[src/rtl/hazard_unit.sv]
// Tuse/Tnew stall-and-forward controller with a shadow E/M/W pipeline and a
// mult/div busy interlock. All outputs are combinational from shadow state and D inputs.
module hazard_unit #(
    parameter int AW       = 5,
    parameter int TW       = 2,
    parameter int MULT_CYC = 5,
    parameter int DIV_CYC  = 10,
    parameter int CW       = 4
) (
    input  logic          clk,
    input  logic          reset,
    input  logic [AW-1:0] rs_D,
    input  logic [AW-1:0] rt_D,
    input  logic          use_rs_D,
    input  logic          use_rt_D,
    input  logic [TW-1:0] tuse_rs_D,
    input  logic [TW-1:0] tuse_rt_D,
    input  logic [AW-1:0] wa_D,
    input  logic [TW-1:0] tnew_D,
    input  logic          md_start_D,
    input  logic          md_div_D,
    input  logic          md_use_D,
    input  logic          flush,
    output logic          stall,
    output logic [1:0]    fwd_rs_D,
    output logic [1:0]    fwd_rt_D,
    output logic [1:0]    fwd_rs_E,
    output logic [1:0]    fwd_rt_E,
    output logic          fwd_rt_M,
    output logic          md_busy
);

    typedef struct packed {
        logic [AW-1:0] rs;
        logic [AW-1:0] rt;
        logic [AW-1:0] wa;
        logic [TW-1:0] tnew;
    } shadow_t;

    shadow_t       e_q, m_q, w_q;
    logic          e_md_q;
    logic [CW-1:0] cnt_q;
    logic          stall_rs, stall_rt, stall_md;

    function automatic logic hit(input logic [AW-1:0] src, input logic [AW-1:0] wa);
        return (src != '0) && (src == wa);
    endfunction

    function automatic shadow_t age(input shadow_t s);
        shadow_t r;
        r = s;
        if (s.tnew != '0)
            r.tnew = s.tnew - TW'(1);
        return r;
    endfunction

    function automatic logic src_stall(input logic use_src, input logic [AW-1:0] src,
                                       input logic [TW-1:0] tuse,
                                       input shadow_t e, input shadow_t m);
        return use_src && ((hit(src, e.wa) && (e.tnew > tuse)) ||
                           (hit(src, m.wa) && (m.tnew > tuse)));
    endfunction

    // Nearest match decides; a not-yet-ready newer writer blocks older ones.
    function automatic logic [1:0] fwd_sel_d(input logic [AW-1:0] src, input shadow_t e,
                                             input shadow_t m, input shadow_t w);
        if (hit(src, e.wa))
            return (e.tnew == '0) ? 2'd1 : 2'd0;
        if (hit(src, m.wa))
            return (m.tnew == '0) ? 2'd2 : 2'd0;
        if (hit(src, w.wa))
            return (w.tnew == '0) ? 2'd3 : 2'd0;
        return 2'd0;
    endfunction

    function automatic logic [1:0] fwd_sel_e(input logic [AW-1:0] src, input shadow_t m,
                                             input shadow_t w);
        if (hit(src, m.wa))
            return (m.tnew == '0) ? 2'd2 : 2'd0;
        if (hit(src, w.wa))
            return (w.tnew == '0) ? 2'd3 : 2'd0;
        return 2'd0;
    endfunction

    assign stall_rs = src_stall(use_rs_D, rs_D, tuse_rs_D, e_q, m_q);
    assign stall_rt = src_stall(use_rt_D, rt_D, tuse_rt_D, e_q, m_q);
    assign md_busy  = (cnt_q != '0);
    assign stall_md = md_use_D && (md_busy || e_md_q);
    assign stall    = (stall_rs || stall_rt || stall_md) && !flush;

    assign fwd_rs_D = fwd_sel_d(rs_D, e_q, m_q, w_q);
    assign fwd_rt_D = fwd_sel_d(rt_D, e_q, m_q, w_q);
    assign fwd_rs_E = fwd_sel_e(e_q.rs, m_q, w_q);
    assign fwd_rt_E = fwd_sel_e(e_q.rt, m_q, w_q);
    assign fwd_rt_M = hit(m_q.rt, w_q.wa);

    // W keeps aging too, so any legal producer (tnew <= 2) reads as ready in W.
    always_ff @(posedge clk) begin
        if (reset) begin
            e_q    <= '0;
            m_q    <= '0;
            w_q    <= '0;
            e_md_q <= 1'b0;
            cnt_q  <= '0;
        end else begin
            if (flush) begin
                e_q    <= '0;
                m_q    <= '0;
                w_q    <= '0;
                e_md_q <= 1'b0;
            end else begin
                w_q <= age(m_q);
                m_q <= age(e_q);
                if (stall) begin
                    e_q    <= '0;
                    e_md_q <= 1'b0;
                end else begin
                    e_q    <= {rs_D, rt_D, wa_D, tnew_D};
                    e_md_q <= md_start_D;
                end
            end
            // Flush never touches the counter: an issued mult/div runs to completion.
            if (md_start_D && !stall && !flush)
                cnt_q <= md_div_D ? CW'(DIV_CYC) : CW'(MULT_CYC);
            else if (cnt_q != '0)
                cnt_q <= cnt_q - CW'(1);
        end
    end

endmodule

[config.mk]
export PLATFORM = sky130hd
export DESIGN_NAME = hazard_unit
export DESIGN_NICKNAME = d
export VERILOG_FILES = /design/src/rtl/hazard_unit.sv
export SDC_FILE = /design/constraint.sdc
export NUM_CORES = 1
export LEC_CHECK = 0
export CAP_MARGIN = 40
export CORE_MARGIN = 4
export CORE_UTILIZATION = 55
export DETAILED_ROUTE_END_ITERATION = 8
export PLACE_DENSITY = 0.9
export SYNTH_ARGS = -nofsm -noshare
export SYNTH_HDL_FRONTEND = slang
export SYNTH_SLANG_ARGS = --single-unit
[constraint.sdc]
create_clock -name clk -period 3.5 [get_ports clk]
set_clock_uncertainty 0.2 [all_clocks]
set_input_delay 0.525 -clock clk [delete_from_list [all_inputs] [get_ports clk]]
set_output_delay 0.525 -clock clk [all_outputs]
set_load 0.05 [all_outputs]
==> impl_metrics.env <==
export IMPL_status="complete, no violations"
export IMPL_fin_area_sq_um=2890
export IMPL_cts_tree="yes"
export IMPL_max_cap_viol_count=0
export IMPL_total_power_mw=1.36
export IMPL_cts_setup_buffers=0
export IMPL_met1_usage_pct=24.1
export IMPL_grt_busiest_layer="met2"
export IMPL_gp_congestion=0.951
export IMPL_post_cts_resized=0
export IMPL_total_leakage_power_nw=1.14
export IMPL_routed_via_density=5.60
export IMPL_setup_worst_path_class="input port to output pin"
export IMPL_grt_pass1_wl_um=8730
export IMPL_placed_area_sq_um=2790
export IMPL_crit_chain="clkdlybuf4s50_1, or4_4, o211ai_2, nor2_1, nor3_1, o22a_1, buf_12"
export IMPL_powerDensity_nw_per_um2=471
export IMPL_dieWidth_um=73.2
export IMPL_crit_family="simple AND/OR/NAND/NOR gates"
export IMPL_drive_gt1_share_pct=7.77
export IMPL_firstDrtPassIters=4
export IMPL_ctsHoldBuffers=0
export IMPL_rrSetupSlack_ns=1.19
export IMPL_overflow=0
export IMPL_peakVddDrop_uv=589
export IMPL_worst_slew_pin_slew_ns=0.503
export IMPL_tns_ns=0
export IMPL_path_clk_slew_ns=0.08
export IMPL_syn_area_sq_um=2340
export IMPL_antenna_found_initial=0
export IMPL_required_ns=2.77
export IMPL_yosysTopAreaCell="dfxtp_1"
export IMPL_yosysSeqAreaShare_pct=35.1
export IMPL_drc_errors=0
export IMPL_yosysWarnings=0
export IMPL_netlist_area_leader_share_pct=35.1
export IMPL_coreArea_sq_um=4060
export IMPL_clock_latency_ns=0.29
export IMPL_drv_slew=0
export IMPL_fin_crit_sh_pct=94.4
export IMPL_crit_slowest_cell="or4_4"
export IMPL_setup_viol=0
export IMPL_timing_hold_ws_ns=0.249
export IMPL_synth_area_leaders="dfxtp_1 (35%), xnor2_1 (17%), and2_1 (8.8%), ha_1 (5.4%), xor2_1 (4.1%)"
export IMPL_cts_buffers=5
export IMPL_synth_edf_count=0
export IMPL_track_usage_pct=21.3
export IMPL_worstHoldStart="m_q[0]"
export IMPL_area_growth_pct=23.5
export IMPL_ios=40
export IMPL_hold_viol=0
export IMPL_start_kind="input port"
export IMPL_grt_pass1_vias=1945
export IMPL_syn_nets=299
export IMPL_port_buffers=39
export IMPL_use_met2_pct=37.7
export IMPL_vias=1936
export IMPL_min_delay_path_class="flop to flop"
export IMPL_synth_top_flop_cell="dfxtp_1"
export IMPL_r2r_start="m_q[5]"
export IMPL_use_met3_pct=4.96
export IMPL_fp_row_count=23
export IMPL_crit_buf_inv=2
export IMPL_synthArstFlopShare_pct=0
export IMPL_holdPathEnd="w_q[0]"
export IMPL_routedWlPerCell_um=15.7
export IMPL_dp_hpwl_um=4170
export IMPL_critPathMaxFanout=5
export IMPL_clock_sinks=41
export IMPL_fin_crit_ns=3.31
export IMPL_dieArea_sq_um=5360
export IMPL_drt_iter0_drc=137
export IMPL_diodes=0
export IMPL_clockBufferDepth=2
export IMPL_postRouteAntennaNets=0
export IMPL_r2r_cells=6
export IMPL_final_net_count=334
export IMPL_initial_core_util_pct=57.6
export IMPL_wirelength_um=5440
export IMPL_timing_fmax_ghz=0.303
export IMPL_rsz0062_at_grt="false"
export IMPL_avgSynthCellArea_sq_um=8.99
export IMPL_cpPeakStageDelay_ns=0.60
export IMPL_grt_max_degree=19
export IMPL_synth_cell_types=37
export IMPL_postSynthCellCount=260
export IMPL_timing_rr_end="e_q[13]"
export IMPL_holdPathStages=1
export IMPL_die_h_um=73.2
export IMPL_max_slew_margin_pct=66.4
export IMPL_crit_cells=7
export IMPL_end_kind="output pin"
export IMPL_htreeDepth=2
export IMPL_arrival_ns=2.58
export IMPL_clock_root_buffer="clkbuf_8"
export IMPL_ys_ff_latch=41
==> sequential cells by signal (all words and copies together), names as in the netlist <==
name and cells:
e_q 17, m_q 12, w_q 7, cnt_q 4, e_md_q 1
==> layout make-up <==
type                            instances  area [sq um]
Clock buffer                            6          82.6
Timing Repair Buffer                   43           458
Clock inverter                          2          13.8
Sequential cell                        41           821
Tap cell                               50          62.6
Inverter                                9          33.8
Fill cell                             281          1170
Multi-Input combinational cell        195          1420
==> cells in the final DEF (no fill, tap or decap), types with 2 or more instances in the layout <==
| cell type | count |
|---|---|
| xnor2_1 | 45 |
| dfxtp_1 | 41 |
| clkdlybuf4s50_1 | 34 |
| and2_1 | 33 |
| nor2_1 | 20 |
| nor3_1 | 11 |
| xor2_1 | 11 |
| nand2_1 | 10 |
| ha_1 | 10 |
| inv_1 | 9 |
| nand3_1 | 7 |
| mux2_1 | 6 |
| clkbuf_8 | 6 |
| o211ai_1 | 5 |
| buf_4 | 5 |
| a21oi_1 | 4 |
| buf_12 | 4 |
| o211ai_2 | 3 |
| nor2b_1 | 3 |
| nor4_1 | 3 |
| nand4_1 | 3 |
| or4_4 | 2 |
| o2111a_1 | 2 |
| nor4b_1 | 2 |
| or2_1 | 2 |
| o22a_1 | 2 |
==> worst max path at each step <==
stage                        from     endpoint
after global routing      rt_D[3]  fwd_rt_D[1]
final                     rs_D[1]  fwd_rs_D[1]
after detailed placement  rt_D[3]  fwd_rt_D[1]
after CTS                 rs_D[1]  fwd_rs_D[1]
after global placement    rt_D[3]  fwd_rt_D[1]
after floorplan           rt_D[0]        stall
==> per-layer routing <==
metal / routed length [um] / part of all wire [%]
met5: 0 / 0
met4: 177 / 3.3
met3: 341 / 6.3
met2: 2740 / 50
met1: 2190 / 40
==> worst reg2reg max path: stages (launching register included) <==
cell	delay, ns
dfxtp_1	0.48
xnor2_1	0.19
o211ai_2	0.16
a2111oi_1	0.39
o21ai_1	0.18
and4_1	0.35
and2_1	0.25
==> metrics by stage <==
stage / setup WS, ns / instances / util, %
global placement: 0.309 / 338 / 68.8
finish: 0.195 / 346 / 71.2
floorplan: 0.503 / 260 / -
detailed placement: 0.224 / 338 / 68.8
global route: 0.135 / 346 / 71.2
CTS: 0.209 / 346 / 71.2
==> power by group <==
group | leakage, nW | internal, mW | switching, mW
sequential | 0.333 | 0.507 | 0.0397
clock | 0.0512 | 0.160 | 0.161
combinational | 0.760 | 0.218 | 0.274
total | 1.14 | 0.885 | 0.475
==> Yosys cell counts, types with 2 or more instances <==
master	instances
a21oi_1	4
and2_1	33
clkbuf_1	12
dfxtp_1	41
ha_1	10
inv_1	9
mux2_1	6
nand2_1	10
nand3_1	7
nand4_1	3
nor2_1	20
nor2b_1	3
nor3_1	11
nor4_1	3
nor4b_1	2
o2111a_1	2
o211ai_1	5
o211ai_2	3
o22a_1	2
or2_1	2
or4_4	2
xnor2_1	45
xor2_1	11
==> kinds of logic (layout without fill, tap and decap cells) <==
| logic type | after synthesis | count (layout) | share of synthesized area (%) |
|---|---|---|---|
| AOI/OAI and AO/OA | 23 | 23 | 7.97 |
| DFF | 41 | 41 | 35.1 |
| adders and majority gates | 10 | 10 | 5.35 |
| buffers and inverters | 24 | 60 | 4.33 |
| and+or+nand+nor | 100 | 100 | 23.4 |
| muxes | 6 | 6 | 2.89 |
| xor gates and xnor gates | 56 | 56 | 21.0 |
Power figures use the tool's default switching activity.
